### src/rtl/ahb_lite_master.sv
// rtl/ahb_lite_master.sv - single-master AHB-Lite bus interface
// Converts local commands into SINGLE or 4-beat incrementing AHB-Lite transfers.
module ahb_lite_master #(
    parameter int ADDR_WIDTH = 32,
    parameter int DATA_WIDTH = 32
) (
    input  logic                  HCLK,
    input  logic                  HRESETn,
    input  logic                  cmd_valid,
    output logic                  cmd_ready,
    input  logic                  cmd_write,
    input  logic [ADDR_WIDTH-1:0] cmd_addr,
    input  logic [2:0]            cmd_size,
    input  logic                  cmd_burst4,
    input  logic [DATA_WIDTH-1:0] wr_data,
    output logic                  wr_pop,
    output logic [DATA_WIDTH-1:0] rd_data,
    output logic                  rd_valid,
    output logic                  done,
    output logic                  err,
    output logic [ADDR_WIDTH-1:0] HADDR,
    output logic                  HWRITE,
    output logic [2:0]            HSIZE,
    output logic [2:0]            HBURST,
    output logic [1:0]            HTRANS,
    output logic [DATA_WIDTH-1:0] HWDATA,
    input  logic                  HREADY,
    input  logic                  HRESP,
    input  logic [DATA_WIDTH-1:0] HRDATA
);

    typedef enum logic {IDLE, XFER} state_t;

    localparam logic [1:0] TR_IDLE   = 2'b00;
    localparam logic [1:0] TR_NONSEQ = 2'b10;
    localparam logic [1:0] TR_SEQ    = 2'b11;
    localparam logic [2:0] BU_SINGLE = 3'b000;
    localparam logic [2:0] BU_INCR   = 3'b001;
    localparam logic [2:0] BU_INCR4  = 3'b011;

    state_t                state_q, state_d;
    logic [ADDR_WIDTH-1:0] haddr_q, haddr_d;
    logic                  hwrite_q, hwrite_d;
    logic [2:0]            hsize_q, hsize_d;
    logic [2:0]            hburst_q, hburst_d;
    logic [1:0]            htrans_q, htrans_d;
    logic [DATA_WIDTH-1:0] hwdata_q, hwdata_d;
    logic [DATA_WIDTH-1:0] rd_data_q, rd_data_d;
    logic                  cmd_ready_q, cmd_ready_d;
    logic                  wr_pop_q, wr_pop_d;
    logic                  rd_valid_q, rd_valid_d;
    logic                  done_q, done_d;
    logic                  err_q, err_d;
    logic [1:0]            addr_left_q, addr_left_d;
    logic [2:0]            data_left_q, data_left_d;
    logic                  dphase_q, dphase_d;

    logic [2:0]            size_clamp;
    logic [ADDR_WIDTH-1:0] aligned_addr;
    logic [10:0]           burst_end;
    logic [ADDR_WIDTH-1:0] addr_step;

    always_comb begin
        size_clamp = (cmd_size > 3'd2) ? 3'd2 : cmd_size;
        case (size_clamp)
            3'd1:    aligned_addr = {cmd_addr[ADDR_WIDTH-1:1], 1'b0};
            3'd2:    aligned_addr = {cmd_addr[ADDR_WIDTH-1:2], 2'b00};
            default: aligned_addr = cmd_addr;
        endcase
        // Byte offset of the last beat within the 1KB page; bit 10 set means the burst crosses it.
        burst_end = {1'b0, aligned_addr[9:0]} + (11'd3 << size_clamp);
        addr_step = ADDR_WIDTH'(1) << hsize_q[1:0];
    end

    always_comb begin
        state_d     = state_q;
        haddr_d     = haddr_q;
        hwrite_d    = hwrite_q;
        hsize_d     = hsize_q;
        hburst_d    = hburst_q;
        htrans_d    = htrans_q;
        hwdata_d    = hwdata_q;
        rd_data_d   = rd_data_q;
        cmd_ready_d = cmd_ready_q;
        addr_left_d = addr_left_q;
        data_left_d = data_left_q;
        dphase_d    = dphase_q;
        wr_pop_d    = 1'b0;
        rd_valid_d  = 1'b0;
        done_d      = 1'b0;
        err_d       = 1'b0;

        case (state_q)
            IDLE: begin
                if (cmd_valid && cmd_ready_q) begin
                    haddr_d     = aligned_addr;
                    hwrite_d    = cmd_write;
                    hsize_d     = size_clamp;
                    htrans_d    = TR_NONSEQ;
                    hburst_d    = !cmd_burst4 ? BU_SINGLE :
                                  (burst_end > 11'd1023) ? BU_INCR : BU_INCR4;
                    addr_left_d = cmd_burst4 ? 2'd3 : 2'd0;
                    data_left_d = cmd_burst4 ? 3'd4 : 3'd1;
                    dphase_d    = 1'b0;
                    cmd_ready_d = 1'b0;
                    state_d     = XFER;
                end
            end
            XFER: begin
                if (!HREADY) begin
                    // First ERROR cycle: withdraw any pending address so no further beats start.
                    if (dphase_q && HRESP) begin
                        htrans_d    = TR_IDLE;
                        addr_left_d = 2'd0;
                    end
                end else if (dphase_q && HRESP) begin
                    err_d       = 1'b1;
                    done_d      = 1'b1;
                    cmd_ready_d = 1'b1;
                    htrans_d    = TR_IDLE;
                    dphase_d    = 1'b0;
                    addr_left_d = 2'd0;
                    data_left_d = 3'd0;
                    state_d     = IDLE;
                end else begin
                    if (dphase_q) begin
                        if (!hwrite_q) begin
                            rd_data_d  = HRDATA;
                            rd_valid_d = 1'b1;
                        end
                        data_left_d = data_left_q - 3'd1;
                        if (data_left_q == 3'd1) begin
                            done_d      = 1'b1;
                            cmd_ready_d = 1'b1;
                            state_d     = IDLE;
                        end
                    end
                    if (htrans_q != TR_IDLE) begin
                        dphase_d = 1'b1;
                        if (hwrite_q) begin
                            hwdata_d = wr_data;
                            wr_pop_d = 1'b1;
                        end
                        if (addr_left_q != 2'd0) begin
                            haddr_d     = haddr_q + addr_step;
                            htrans_d    = TR_SEQ;
                            addr_left_d = addr_left_q - 2'd1;
                        end else begin
                            htrans_d = TR_IDLE;
                        end
                    end else begin
                        dphase_d = 1'b0;
                    end
                end
            end
            default: state_d = IDLE;
        endcase
    end

    always_ff @(posedge HCLK or negedge HRESETn) begin
        if (!HRESETn) begin
            state_q     <= IDLE;
            haddr_q     <= '0;
            hwrite_q    <= 1'b0;
            hsize_q     <= 3'd0;
            hburst_q    <= BU_SINGLE;
            htrans_q    <= TR_IDLE;
            hwdata_q    <= '0;
            rd_data_q   <= '0;
            cmd_ready_q <= 1'b1;
            wr_pop_q    <= 1'b0;
            rd_valid_q  <= 1'b0;
            done_q      <= 1'b0;
            err_q       <= 1'b0;
            addr_left_q <= 2'd0;
            data_left_q <= 3'd0;
            dphase_q    <= 1'b0;
        end else begin
            state_q     <= state_d;
            haddr_q     <= haddr_d;
            hwrite_q    <= hwrite_d;
            hsize_q     <= hsize_d;
            hburst_q    <= hburst_d;
            htrans_q    <= htrans_d;
            hwdata_q    <= hwdata_d;
            rd_data_q   <= rd_data_d;
            cmd_ready_q <= cmd_ready_d;
            wr_pop_q    <= wr_pop_d;
            rd_valid_q  <= rd_valid_d;
            done_q      <= done_d;
            err_q       <= err_d;
            addr_left_q <= addr_left_d;
            data_left_q <= data_left_d;
            dphase_q    <= dphase_d;
        end
    end

    assign cmd_ready = cmd_ready_q;
    assign wr_pop    = wr_pop_q;
    assign rd_data   = rd_data_q;
    assign rd_valid  = rd_valid_q;
    assign done      = done_q;
    assign err       = err_q;
    assign HADDR     = haddr_q;
    assign HWRITE    = hwrite_q;
    assign HSIZE     = hsize_q;
    assign HBURST    = hburst_q;
    assign HTRANS    = htrans_q;
    assign HWDATA    = hwdata_q;

endmodule
### config.mk
export PLATFORM = sky130hd
export DESIGN_NAME = ahb_lite_master
export DESIGN_NICKNAME = d
export VERILOG_FILES = /design/src/rtl/ahb_lite_master.sv
export SDC_FILE = /design/constraint.sdc
export NUM_CORES = 1
export LEC_CHECK = 0
export CAP_MARGIN = 10
export CORE_UTILIZATION = 40
export DETAILED_ROUTE_END_ITERATION = 10
export PLACE_DENSITY = 0.77
export SYNTH_ARGS = -nofsm -noshare
export SYNTH_HDL_FRONTEND = slang
export SYNTH_SLANG_ARGS = --single-unit
### constraint.sdc
create_clock -name HCLK -period 2.46 [get_ports HCLK]
set_clock_uncertainty 0.2 [all_clocks]
set_input_delay 0.246 -clock HCLK [delete_from_list [all_inputs] [get_ports HCLK]]
set_output_delay 0.246 -clock HCLK [all_outputs]
set_load 0.03 [all_outputs]
=== Yosys cells after proc, flatten, opt, wreduce, memory -nomap -nowiden ===
Index checks and enable logic that the tools add are counted.

* Shift operators: 2
* $lt $le $gt $ge: 2
* Reduce and logical (&&, ||, !) cells: 13
* Bitwise gates (word level): 3
* $add $sub $neg: 4
* Equal/unequal tests: 13
* Muxes and demuxes: 64

{| class="wikitable"
|+ Operators by type and width
! kind !! number
|-
| $mux 32 || 5
|-
| $pmux 32 s2 || 1
|-
| $add 32x32->32 || 1
|-
| $shl 1x2->32 const A || 1
|-
| $mux 1 || 31
|-
| $mux 2 || 14
|-
| $mux 3 || 6
|-
| $reduce_and 5->1 || 3
|-
| $ne 3x1->1 const B || 4
|-
| $pmux 2 s2 || 3
|-
| $add 10x11->11 || 1
|-
| $gt 11x10->1 const B || 1
|-
| $shl 2x3->11 const A || 1
|-
| $reduce_and 4->1 || 2
|-
| $eq 3x1->1 const B || 2
|-
| $ne 2x2->1 const B || 3
|-
| $pmux 1 s2 || 3
|-
| $pmux 3 s2 || 1
|-
| $reduce_and 3->1 || 2
|-
| $ne 2x1->1 const B || 2
|-
| $reduce_and 2->1 || 2
|-
| $reduce_bool 2->1 || 2
|-
| $eq 3x2->1 const B || 1
|-
| $gt 3x2->1 const B || 1
|-
| 5 further kinds || 8
|}

* Word-level logic and storage cells: 117
* Flip-flop bits (word level): 117
* Input port bits: 106
* Output and inout port bits: 110

=== Longest topological paths before layout ===
* Depth after elaboration: 8
* Mapped depth: 11
* Mapped depth without buffers: 11

=== Least setup slack after synthesis ===
No wires, ideal clock.

* Path kind: register -> register
* Start point: register hsize_q[1], in the netlist HSIZE[1]
* End point: register haddr_q[12], in the netlist HADDR[12]
* Arrival: 2.364 ns
* Stages on the path, launching flop included: 11
* Setup time: 0.122 ns
* Slack: -0.225 ns
* Required time: 2.138 ns
* Clock period less this slack: 2.685 ns
* Buffers on the path: 1
* Path through: dfrtp_1 > nor2_1 > ha_1 > inv_1 > fa_1 > nand2b_1 > a21oi_1 > buf_2 > nand4_1 > o22a_1 > o22a_1

* Longest elaborated chain between the ends: 7

{| class="wikitable"
|+ Ends and longest elaborated chain
! item !! line !! source
|-
| start, declared || 44 || <nowiki>logic [2:0] hsize_q, hsize_d;</nowiki>
|-
| start signal, assigned || 182 || <nowiki>hsize_q <= hsize_d;</nowiki>
|-
| $shl 1x2->32 || 72 || <nowiki>addr_step = ADDR_WIDTH'(1) << hsize_q[1:0];</nowiki>
|-
| $add 32x32->32 || 145 || <nowiki>haddr_d = haddr_q + addr_step;</nowiki>
|-
| $mux 32 || 144 || <nowiki>if (addr_left_q != 2'd0) begin</nowiki>
|-
| $mux 32 || 138 || <nowiki>if (htrans_q != TR_IDLE) begin</nowiki>
|-
| $mux 32 || 116 || <nowiki>end else if (dphase_q && HRESP) begin</nowiki>
|-
| $mux 32 || 110 || <nowiki>if (!HREADY) begin</nowiki>
|-
| $pmux 32 s2 || 93 || <nowiki>case (state_q)</nowiki>
|-
| end signal, assigned || 180 || <nowiki>haddr_q <= haddr_d;</nowiki>
|-
| end, declared || 42 || <nowiki>logic [ADDR_WIDTH-1:0] haddr_q, haddr_d;</nowiki>
|}

Every way passes these cells. The select of a mux whose other input is x is not followed.
A chain may end at the register's enable or synchronous reset.

=== Worst setup path in the final report ===
* Start point: register hsize_q[0], in the netlist HSIZE[0]
* End point: register haddr_q[10], in the netlist HADDR[10]

Same word-level chain as after synthesis.

==> results.json <==
{
  "remaining_drc_errors": 0,
  "design_area_sq_mm": 0.00909,
  "post_layout_nonfiller_instances": 1023,
  "num_antenna_cells": 0,
  "max_stage_delay_ns": 0.43,
  "worstPathMaxFanout": 5,
  "dr_wl_met3_um": 1020,
  "setup_viol": 0,
  "crit_family": "adder cells",
  "cp-start-kind": "flop",
  "dp_hpwl_um": 12000,
  "power_density_mw_per_mm2": 530,
  "rsz0062_at_grt": "true",
  "clk_pin_slew_ns": 0.05,
  "intPower_w": 0.00386,
  "final_common_cell": "clkdlybuf4s50_1",
  "path_cells": "nor2_2 > ha_2 > inv_2 > fa_2 > nand2b_4 > a21oi_4 > buf_4 > clkbuf_16 > buf_4 > nand4_1 > o21ai_1 > a21oi_1",
  "dieWidth_um": 121,
  "period_share_pct": 99.8,
  "highest_layer": "met4",
  "critical_path_class": "flop to flop",
  "clock-sinks": 116,
  "dpl_cell_area_sq_mm": 0.00824,
  "synth.avg_cell_area_sq_um": 9.72,
  "rows": 43,
  "power_switching_w": 0.000962,
  "hp-class": "input port to async pin",
  "timing.fmax_mhz": 407,
  "crit_path_frequent_cell": "buf_4",
  "core_area_sq_mm": 0.0139,
  "cts_root_buf": "clkbuf_16",
  "ir_worst_vdd_v": 0.000413,
  "fp.dieH_um": 121,
  "max_cap_violations": 0,
  "pwr-share-seq_pct": 39.6,
  "worstPathBufferInverterCount": 4,
  "nNetsFinal": 957,
  "synth-async-reset-ratio_pct": 100,
  "layout_common_cells": "clkdlybuf4s50_1, nand2_1, dfrtp_1",
  "grt_pass1_wl_um": 26800,
  "ys_warn_count": 0,
  "syn_inst": 585,
  "cp.arrival_ns": 2.53,
  "final_layout_size_suffix_gt1_share_pct": 16.4,
  "end_kind": "flop",
  "ys_seq_elements": 116,
  "routabilityCongestion": 0.854,
  "p_clk_share_pct": 54.4,
  "ys_types": 58,
  "clock_latency_ns": 0.41,
  "ant_nets": 0,
  "final-hold-violation-count": 0,
  "period_needed_ns": 2.46,
  "comb_power_share_pct": 6.0,
  "synth.top_cell.area_share_pct": 50.6,
  "synth_flop_cell": "dfrtp_1",
  "synth_edf_count": 0,
  "tns_ns": 0,
  "cts_tree": "yes",
  "cp.required_ns": 2.54,
  "p_leak_nw": 4.21,
  "cts_buffers": 17,
  "antenna_found_initial": 0,
  "synth_area_leader_cell": "dfrtp_1",
  "crit_slowest_cell": "dfrtp_2",
  "grt_max_degree": 80,
  "die_area_sq_mm": 0.0147,
  "route.met2.wl_um": 8680,
  "wl_um": 17200,
  "drtPass1Iterations": 6,
  "drt-met1-wl_um": 6930,
  "overflow": 0,
  "power_switching_share_pct": 20.0,
  "ctsLongestPathBuffers": 2,
  "dr_total_vias": 5464,
  "ys_seq_area_share_pct": 51.1,
  "start_util_pct": 41.0,
  "viasPerCell": 5.34,
  "track_usage_pct": 23.7,
  "dp_cells": 986,
  "wl_per_cell_um": 16.8,
  "synthTopCellsByArea": "dfrtp_1, nand2_1, mux2_2",
  "syn_area_sq_mm": 0.00569,
  "grt_pass1_vias": 5416,
  "pin_count": 216,
  "syn2layout_area_growth_pct": 59.8,
  "portBuffers": 214,
  "drtIter0Drc": 348,
  "h-tree-depth": 4,
  "status": "finished clean",
  "slew_violations": 0
}
==> routing by layer <==
layer  track usage [%]  vias to the layer above
li1                  -                     2546
met5                 0                        -
met4              12.8                        0
met2              39.0                      228
met1              28.6                     2653
met3              5.45                       37
==> power by group through the flow <==
stage          Clock (W)  Combinational, W  Sequential, W
2_1_floorplan          0         0.0000424        0.00194
3_3_place_gp           0          0.000271        0.00194
6_report         0.00262          0.000287        0.00191
3_5_place_dp           0          0.000277        0.00194
4_1_cts          0.00265          0.000285        0.00191
5_1_grt          0.00277          0.000312        0.00191
==> through the flow <==
| step | utilization [%] | hold WS (ns) | worst slack [ns] | power [W] |
|---|---|---|---|---|
| finish | 65.5 | 0.0552 | 0.00460 | 0.00482 |
| global route | 65.5 | 0.0668 | -0.110 | 0.00499 |
| floorplan | - | -0.250 | 0.0291 | 0.00199 |
| CTS | 64.2 | 0.0464 | -0.00292 | 0.00485 |
| detailed placement | 59.4 | -0.0588 | -0.393 | 0.00222 |
| global placement | 59.4 | -0.0618 | -0.239 | 0.00221 |
==> logic make-up (layout without fill, tap and decap cells) <==
| family | Yosys count | in the layout | synth area share, % |
|---|---|---|---|
| DFF | 116 | 116 | 51.1 |
| muxes | 33 | 33 | 6.51 |
| and+or+nand+nor | 222 | 222 | 17.6 |
| AOI/OAI and AO/OA | 139 | 139 | 16.0 |
| other | 1 | 5 | 0.0659 |
| xor gates and xnor gates | 2 | 2 | 0.308 |
| adders and majority gates | 20 | 20 | 4.66 |
| buffers and inverters | 52 | 306 | 3.78 |
==> synth_stat cells, types with 7 or more instances <==
cell type,count
nand2_1,139
a21o_1,10
mux2_2,32
ha_1,18
clkbuf_1,17
nand4_1,11
o21ai_0,22
buf_2,7
dfrtp_1,115
and3_1,8
a21oi_1,39
o22ai_1,17
nor2_1,25
inv_1,21
nand3_1,12
==> layout make-up <==
| cell class | instances | area, sq um |
|---|---|---|
| Fill cell | 1074 | 4790 |
| Clock buffer | 22 | 474 |
| Multi-Input combinational cell | 421 | 2760 |
| Inverter | 21 | 78.8 |
| Sequential cell | 116 | 2910 |
| Timing Repair Buffer | 254 | 2500 |
| Clock inverter | 9 | 151 |
| Tap cell | 180 | 225 |
==> path summary, 6_finish.rpt <==
check                            from          end  slack (ns)  cells past startpoint
max                          HSIZE[0]    HADDR[10]       0.005                     12
min                           HRESETn    HADDR[17]        0.06                      2
max reg2reg                  HSIZE[0]    HADDR[10]       0.005                     12
min reg2reg                 HBURST[0]    HBURST[0]        0.28                      2
max in group asynchronous     HRESETn    HWDATA[3]        1.29                      3
min in group HCLK          HRDATA[31]  rd_data[31]        0.16                      3
==> what timing repair did <==
action,4_1_cts,5_1_grt
resized for setup,8,29
pin swaps,5,16
cloned,0,1
hold buffers,1,0
endpoints found under the hold margin,115,0
setup buffers,0,4
endpoints found under the setup margin,6,19
==> state kept, by name, summed over array words and instances, names as in the netlist <==
name and flops:
HADDR 32, HWDATA 32, rd_data 32, HSIZE 3
data_left_q 3, HBURST 2, HTRANS 2, addr_left_q 2
HWRITE 1, cmd_ready 1, done 1, dphase_q 1
err 1, rd_valid 1, state_q 1, wr_pop 1
No activity file was read; power rests on OpenSTA's default activity.
